--- config.mk ---
export PLATFORM = sky130hd
export DESIGN_NAME = wb_line_port
export DESIGN_NICKNAME = d
export VERILOG_FILES = /design/src/rtl/wb_line_port.sv
export SDC_FILE = /design/constraint.sdc
export NUM_CORES = 1
export LEC_CHECK = 0
export BUFFER_PORTS_ARGS = -buffer_cell sky130_fd_sc_hd__buf_2
export CAP_MARGIN = 20
export CELL_PAD_IN_SITES_DETAIL_PLACEMENT = 1
export CELL_PAD_IN_SITES_GLOBAL_PLACEMENT = 1
export CORE_MARGIN = 10
export CORE_UTILIZATION = 32
export CTS_BUF_LIST = sky130_fd_sc_hd__clkbuf_16
export CTS_CLUSTER_DIAMETER = 150
export CTS_CLUSTER_SIZE = 24
export DETAILED_ROUTE_END_ITERATION = 7
export PLACE_DENSITY_LB_ADDON = 0.1
export SYNTH_ARGS = -nofsm -noshare
export SYNTH_HDL_FRONTEND = slang
export SYNTH_SLANG_ARGS = --single-unit
export TNS_END_PERCENT = 20
--- constraint.sdc ---
create_clock -name clk -period 4.1 [get_ports clk]
set_input_delay 1.23 -clock clk [delete_from_list [all_inputs] [get_ports clk]]
set_output_delay 1.23 -clock clk [all_outputs]
set_load 0.01 [all_outputs]
--- src/rtl/wb_line_port.sv ---
// -----------------------------------------------------------------------------
// wb_line_port
//   CPU-side Wishbone master port. Turns a held word-granular read/write
//   request into one line-wide Wishbone transfer. The request is latched
//   on acceptance, so every wb_* output is registered and stays stable
//   for the whole bus cycle. A bus timeout ends the transfer with an
//   error response.
//
//   Optional feature (define WB_LINE_PORT_RDBUF_EN): a one-line read
//   buffer (tag + line + valid). A read that hits the buffer completes
//   without a bus cycle. Writes to the buffered line merge their bytes on
//   an error-free ack. A write error on that line invalidates it.
//   Without the macro, every read uses the bus.
//
// Ports
//   clk, rst_n           clock, asynchronous active-low reset
//   req_read/req_write   held requests; write wins when both are asserted
//   req_addr             byte address (the byte-in-word bits are ignored)
//   req_wdata, req_be    write word and its byte enables
//   resp, resp_err       one-cycle completion pulse and its error flag
//   rdata                read word, valid with resp
//   busy                 port is not idle
//   wb_adr               line address, wb_dat_m replicated write word
//   wb_dat_s             read line
//   wb_stb/wb_cyc/wb_we  Wishbone master controls
//   wb_sel               Wishbone byte selects
//   wb_ack, wb_err       slave terminations
// -----------------------------------------------------------------------------
module wb_line_port #(
    parameter int ADDR_W  = 16,
    parameter int WORD_W  = 16,
    parameter int LINE_W  = 128,
    parameter int TIMEOUT = 64
) (
    input  logic                                 clk,
    input  logic                                 rst_n,
    input  logic                                 req_read,
    input  logic                                 req_write,
    input  logic [ADDR_W-1:0]                    req_addr,
    input  logic [WORD_W-1:0]                    req_wdata,
    input  logic [WORD_W/8-1:0]                  req_be,
    output logic                                 resp,
    output logic                                 resp_err,
    output logic [WORD_W-1:0]                    rdata,
    output logic                                 busy,
    output logic [ADDR_W-$clog2(LINE_W/8)-1:0]   wb_adr,
    output logic [LINE_W-1:0]                    wb_dat_m,
    input  logic [LINE_W-1:0]                    wb_dat_s,
    output logic                                 wb_stb,
    output logic                                 wb_cyc,
    output logic                                 wb_we,
    output logic [LINE_W/8-1:0]                  wb_sel,
    input  logic                                 wb_ack,
    input  logic                                 wb_err
);

    localparam int BE_W  = WORD_W / 8;
    localparam int SEL_W = LINE_W / 8;
    localparam int OFS_W = $clog2(SEL_W);
    localparam int NWORD = LINE_W / WORD_W;
    localparam int WIX_W = (NWORD > 1) ? $clog2(NWORD) : 1;
    localparam int BOFS  = $clog2(BE_W);
    localparam int TAG_W = ADDR_W - OFS_W;
    localparam int TO_W  = (TIMEOUT > 1) ? $clog2(TIMEOUT) : 1;

    typedef enum logic [1:0] {
        IDLE = 2'd0,
        BUS  = 2'd1,
        DONE = 2'd2,
        HIT  = 2'd3
    } state_t;

    state_t             state;
    logic [WIX_W-1:0]   wix_q;
    logic [TO_W-1:0]    tcnt;

    logic [WIX_W-1:0]   wix_in;
    logic [SEL_W-1:0]   sel_wr;
    logic [WORD_W-1:0]  rd_word;
    logic               timeout_hit;
    logic               bus_end;

    // The byte-in-word address bits carry no meaning for this port.
    logic unused_addr;
    assign unused_addr = ^req_addr;

    assign wix_in      = req_addr[BOFS +: WIX_W];
    assign sel_wr      = {{(SEL_W-BE_W){1'b0}}, req_be} << (wix_in * BE_W);
    assign rd_word     = wb_dat_s[wix_q * WORD_W +: WORD_W];
    assign timeout_hit = (TIMEOUT != 0) && (tcnt == TO_W'(TIMEOUT - 1));
    assign bus_end     = (state == BUS) && (wb_ack || wb_err || timeout_hit);

    assign wb_cyc = wb_stb;
    assign busy   = (state != IDLE);

`ifdef WB_LINE_PORT_RDBUF_EN
    logic               buf_valid;
    logic [TAG_W-1:0]   buf_tag;
    logic [LINE_W-1:0]  buf_line;
    logic [LINE_W-1:0]  merged_line;
    logic               rd_hit;
    logic               buf_same_line;

    assign rd_hit        = req_read && !req_write && buf_valid &&
                           (req_addr[ADDR_W-1:OFS_W] == buf_tag);
    assign buf_same_line = buf_valid && (wb_adr == buf_tag);

    // NOTE: always_comb starts from a full default so no path leaves a
    // bit unassigned, which would otherwise infer a latch.
    always_comb begin
        merged_line = buf_line;
        for (int b = 0; b < SEL_W; b++) begin
            if (wb_sel[b]) merged_line[b*8 +: 8] = wb_dat_m[b*8 +: 8];
        end
    end

    // NOTE: the buffer payload has no reset; the valid bit (reset below)
    // guards it, which keeps the wide data path free of reset routing.
    always_ff @(posedge clk) begin
        if (bus_end && wb_ack && !wb_we) begin
            buf_tag  <= wb_adr;
            buf_line <= wb_dat_s;
        end else if (bus_end && wb_ack && wb_we && buf_same_line) begin
            buf_line <= merged_line;
        end
    end

    always_ff @(posedge clk or negedge rst_n) begin
        if (!rst_n) begin
            buf_valid <= 1'b0;
        end else if (bus_end && wb_ack && !wb_we) begin
            buf_valid <= 1'b1;
        end else if (bus_end && !wb_ack && wb_we && buf_same_line) begin
            buf_valid <= 1'b0;
        end
    end
`endif

    // NOTE: sequential state uses non-blocking assignments so every
    // register samples pre-edge values regardless of statement order.
    always_ff @(posedge clk or negedge rst_n) begin
        if (!rst_n) begin
            state    <= IDLE;
            wb_stb   <= 1'b0;
            wb_we    <= 1'b0;
            wb_sel   <= '0;
            wb_adr   <= '0;
            wb_dat_m <= '0;
            rdata    <= '0;
            resp     <= 1'b0;
            resp_err <= 1'b0;
            wix_q    <= '0;
            tcnt     <= '0;
        end else begin
            resp <= 1'b0;
            unique case (state)
                IDLE: begin
                    if (req_read || req_write) begin
                        wb_adr   <= req_addr[ADDR_W-1:OFS_W];
                        wix_q    <= wix_in;
                        resp_err <= 1'b0;
`ifdef WB_LINE_PORT_RDBUF_EN
                        if (rd_hit) begin
                            rdata <= buf_line[wix_in * WORD_W +: WORD_W];
                            resp  <= 1'b1;
                            state <= HIT;
                        end else
`endif
                        begin
                            wb_stb   <= 1'b1;
                            wb_we    <= req_write;
                            wb_sel   <= req_write ? sel_wr : '1;
                            wb_dat_m <= {NWORD{req_wdata}};
                            tcnt     <= '0;
                            state    <= BUS;
                        end
                    end
                end
                BUS: begin
                    if (TIMEOUT != 0) tcnt <= tcnt + 1'b1;
                    if (bus_end) begin
                        wb_stb   <= 1'b0;
                        rdata    <= rd_word;
                        resp_err <= !wb_ack;   // ack wins over err
                        resp     <= 1'b1;
                        state    <= DONE;
                    end
                end
                // The resp cycle: held requests are ignored here.
                DONE:    state <= IDLE;
                HIT:     state <= IDLE;
                default: state <= IDLE;
            endcase
        end
    end

endmodule

; ---- Yosys cells after proc, flatten, opt, wreduce, memory -nomap -nowiden
; Index checks and enable logic that the tools add are counted.
[totals]
output_inout_bits = 178
reg_bits = 187
word_cells = 48
inputBits = 168
[op_classes]
eq_ne = 6
reduce_logical = 14
addsub = 1
mux = 14
shifts = 2
[ops]
columns = op, count
row1 = 128-bit by 8-bit variable part select with 16-bit output, 1
row2 = 16-bit 2-to-1 mux, 1
row3 = 2-bit by 4-bit left shift with 16-bit output, 1
row4 = 6-bit case mux with 2 select lines, 1
row5 = 2-bit AND reduction, 4
row6 = 6-bit by 1-bit adder with 6-bit output (second input constant), 1
row7 = 6-bit equality test (second input constant), 1
row8 = 1-bit 2-to-1 mux, 6
row9 = 6-bit 2-to-1 mux, 1
row10 = 2-bit case mux with 3 select lines, 1
row11 = 2-bit equality test (second input constant), 2
row12 = 2-bit 2-to-1 mux, 2
row13 = 2-bit inequality test (second input constant), 2
row14 = 1-bit case mux with 2 select lines, 2
row15 = 2-bit nonzero test, 2
row16 = 1-bit logical OR, 3
row17 = 3-bit AND reduction, 1
row18 = 2-bit by 1-bit equality test with 1-bit output (second input constant), 1
row19 = 2-bit zero test, 1
row20 = 2-bit OR reduction, 1
row21 = 1-bit logical AND, 1
row22 = 1-bit zero test, 1

; ---- Longest topological paths before layout
[depth]
ltp_word = 5
mapped_depth = 6
depth_no_buf = 5

; ---- Worst setup path after synthesis
; OpenSTA, ideal clock, no wires.
[synth_path]
kind = input to register
start = input wb_err
end = register rdata[10]
arrival_time_ns = 2.347
path_buffers = 1
path_slack_ns = 1.628
stages = 4
path_cell_list = o21bai_1 o21ai_2 buf_2 mux2_2
[synth_between]
elab_chain_cells = 4
[synth_rtl]
columns = element, line_no
row1 = start: declaration, 54  ; input logic wb_err
row2 = 1-bit logical OR (2 in a row), 91  ; assign bus_end = (state == BUS) && (wb_ack || wb_err || timeout_hit);
row3 = 1-bit logical AND, 91
row4 = 2-bit AND reduction (no line), n/a
row5 = end signal: assignment, 183  ; rdata <= rd_word;
row6 = end: declaration, 44  ; output logic [WORD_W-1:0] rdata,
; Every way passes these cells.
; A chain may end at the register's enable or synchronous reset.

; ---- Worst setup path after layout
[layout_path]
start = register state[0]
end = output busy
[layout_between]
elab_chain_cells = 1
[layout_rtl]
columns = element, line_no
row1 = start: declaration, 73  ; state_t state;
row2 = start signal: assignment, 143  ; state <= IDLE;
row3 = start signal: assignment, 175  ; state <= BUS;
row4 = start signal: assignment, 186  ; state <= DONE;
row5 = 2-bit nonzero test, 94  ; assign busy = (state != IDLE);
row6 = end: declaration, 45  ; output logic busy,
; Every way passes these cells.

==> metrics.md <==
| Metric | Value |
|---|---|
| Delay of the slowest critical-path stage | 0.40 ns |
| Initial antenna violation count | 3 |
| Unique masters post-synth | 29 |
| Dpl ws | 1.216 ns |
| Final WS setup | 1.573 ns |
| Sequential share of the synthesized area | 0.3897 |
| Crit-path cells | nor2_1 > inv_1 > buf_2 |
| GRT Resource Usage Total | 0.1579 |
| Syn Inst Count | 460 |
| Worst VDD drop | 0.3161 mV |
| Logic gate share of total power | 0.543 |
| Setup slack, reg-to-reg | 1.74 ns |
| Worst path slowest cell | dfrtp_1 |
| Switching part of the total | 0.4245 |
| Status | complete, no violations |
| Register bit total from synthesis | 75 |
| Clock Skews | 0.005059 ns |
| Largest net degree at the start of global routing | 76 |
| Period minus WS final | 2.527 ns |
| Mapped cell area | 0.004816 mm^2 |
| Post-DRT Antenna Nets | 0 |
| Sequential Power Share | 0.293 |
| CTS Buffer Depth | 2 |
| Slew HR | 0.3375 |
| R2r worst-path depth | 3 |
| Commonest non-fill, non-tap cell in the layout | buf_2 |
| TNS Setup | 0 ns |
| Lkg Pwr | 0.003342 uW |
| Tightest Hold Check Type | reg -> reg |
| Worst setup EP type | output port |
| CTS Hold Bufs | 0 |
| Non-filler cells, final | 874 |
| Root buf cell | clkbuf_16 |
| Routed WL | 17110 um |
| Crit-path max FO | 5 |
| Max Freq | 0.3958 GHz |
| Cell area power density | 828.8 mW/mm^2 |
| Inst Count DP | 854 |
| Met3 usage | 0.06501 |
| CTS Sinks | 75 |
| Clk_lat worst skew | 0.33 ns |
| Die area | 0.02036 mm^2 |
| Post-synth top area cell | dfrtp_1 |
| Worst flop-to-flop path endpoint | rdata[8] |
| Largest cells by area after synthesis | dfrtp_1 39%, buf_4 18%, mux4_2 8.9% |
| # setup viols final | 0 |
| Final HPWL DP | 13800 um |
| First DRT Iteration DRCs | 113 |
| Hold path startpoint | wb_adr[11] |
| Worst reg2reg path startpoint | wix_q[0] |
| Clk network pwr share | 0.165 |
| Worst path bufs/invs | 2 |
| Top-area cell type share of the netlist area | 0.3897 |
| Hold path cells | 2 |
| Syn_nets | 629 |
| Area Growth Syn to Fin | 28.94% |
| Worst path arrival time | 1.30 ns |
| Clock buffer count from CTS | 9 |
| Hold slack | 0.4667 ns |
| Final core occ | 0.4240 |
| Cell-internal power | 2962 uW |
| # DRC | 0 |
| Post CTS Setup Buffer Count | 0 |
| Grt met1 use | 0.1594 |
| Commonest non-fill, non-tap cells in the layout | 343 x buf_2, 103 x nand2_1, 74 x dfrtp_1, 32 x mux2_2, 26 x nor2_1 |
| DR pass1 iterations | 4 |
| Cell Rows | 44 |
| Unrepaired setup endpoints after global routing | false |
| Total grt overflow | 0 |
| Die width | 142.7 um |
| Hold path endpoint | wb_adr[11] |
| H-tree Lvls | 3 |
| Vias | 4082 |
| Via density | 4.670 |
| Nets | 851 |
| Busiest layer in global routing | met2 |
| Crit Path Category | reg -> out |
| CP top delay family | flip-flops |
| Worst-margin pin slew | 0.9937 ns |
| Max-cap violation count | 0 |
| CP Launch Type | flip-flop |
| First-pass GRT wire length | 25160 um |
| Critical Path RT | 2.87 ns |
| Chip height | 142.7 um |
| Vias in the first global route | 4536 |
| GR Util met2 | 0.2874 |
| CTS tree | built |
| PortBufs | 344 |
| Initial Util | 0.3289 |
| I/O pin cnt | 346 |
| Post-Syn Area per Cell | 10.47 um^2 |
| Final Hold Vio Count | 0 |
| Sw Pwr | 2185 uW |
| WL/cell | 19.58 um |
| Fillcell total | 1753 |
| Clock slew at reported path FFs | 0.06 ns |
| Core ar. | 0.01464 mm^2 |
| Final Max Tran Viols | 0 |
| Final period utilization | 0.6163 |
| Final GP Congestion | 0.7680 |
| CTS resizes | 0 |
| Share of layout cells above drive strength 1 | 0.6099 |
| Synth Warn # | 0 |
==> how the worst max path moves through the flow <==
stage              from         to  slack (ns)  cells after the start
3_5_place_dp     wb_err   rdata[6]        1.22                      4
3_3_place_gp     wb_err   rdata[9]        1.26                      4
6_report       state[0]       busy        1.57                      3
4_1_cts        state[0]       busy        1.55                      3
5_1_grt        state[0]       busy        1.47                      3
2_1_floorplan    wb_err  rdata[10]        1.63                      4
==> power groups by stage <==
stage | Combinational [uW] | Clock, uW | Sequential (uW)
4_1_cts | 2870 | 879 | 1530
5_1_grt | 3050 | 916 | 1600
6_report | 2790 | 847 | 1510
3_3_place_gp | 2770 | 0 | 1540
2_1_floorplan | 2250 | 0 | 1540
3_5_place_dp | 2870 | 0 | 1540
==> cells in the mapped netlist (all sizes together) <==
cell type / instances
a21oi: 3
mux4: 32
a41oi: 2
inv: 5
o21a: 2
o21bai: 1
and3: 1
o22a: 8
nor2: 26
a31oi: 6
nand2b: 5
nand2: 103
mux2: 32
buf: 119
nand3: 2
dfrtp: 75
nor3: 2
clkbuf: 18
o31ai: 3
nor2b: 3
o21ai: 8
nand4: 3
ha: 1
==> per-layer routing <==
layer | vias up | share of wire
li1 | 1910 | -
met1 | 1964 | 0.35
met2 | 190 | 0.53
met3 | 16 | 0.11
met4 | 2 | 0.015
met5 | - | 0.00041
==> through the flow <==
step           cell area, um^2  power (uW)
2_1_floorplan             4816        3785
3_3_place_gp              5829        4308
3_5_place_dp              5857        4405
4_1_cts                   6175        5278
5_1_grt                   6205        5570
6_report                  6210        5147
==> registers in the layout, indices dropped and copies added (netlist names), 2 cells and up <==
name,count
wb_adr,12
tcnt,6
state,2
wix_q,3
rdata,16
wb_sel,16
wb_dat_m,16
==> cell families (layout without fill, tap and decap cells) <==
logic type | count (synthesis) | count (layout) | synth area share
adders and majority gates | 1 | 1 | 0.002598
and+or+nand+nor | 145 | 145 | 0.1203
muxes | 64 | 64 | 0.2346
other | 0 | 3 | 0
AOI/OAI and AO/OA | 33 | 33 | 0.04754
buffers and inverters | 142 | 369 | 0.2052
DFF | 75 | 75 | 0.3897
==> worst reg2reg max path: cells and delay by family, from the launching register on <==
family        cells  cell delay [ns]
flip-flops        1             1.00
multiplexers      3             1.25
==> final cells by class <==
type,instances,area (um^2),area share
tap,184,230.2,0.03707
inverter,5,18.77,0.003022
antenna,3,7.507,0.001209
clock inverter,7,92.59,0.01491
timing repair buffer,348,1794,0.2889
clock buffer,9,225.2,0.03627
multi-input combinational,243,1963,0.3161
sequential,75,1878,0.3024
Power figures use the tool's default switching activity.
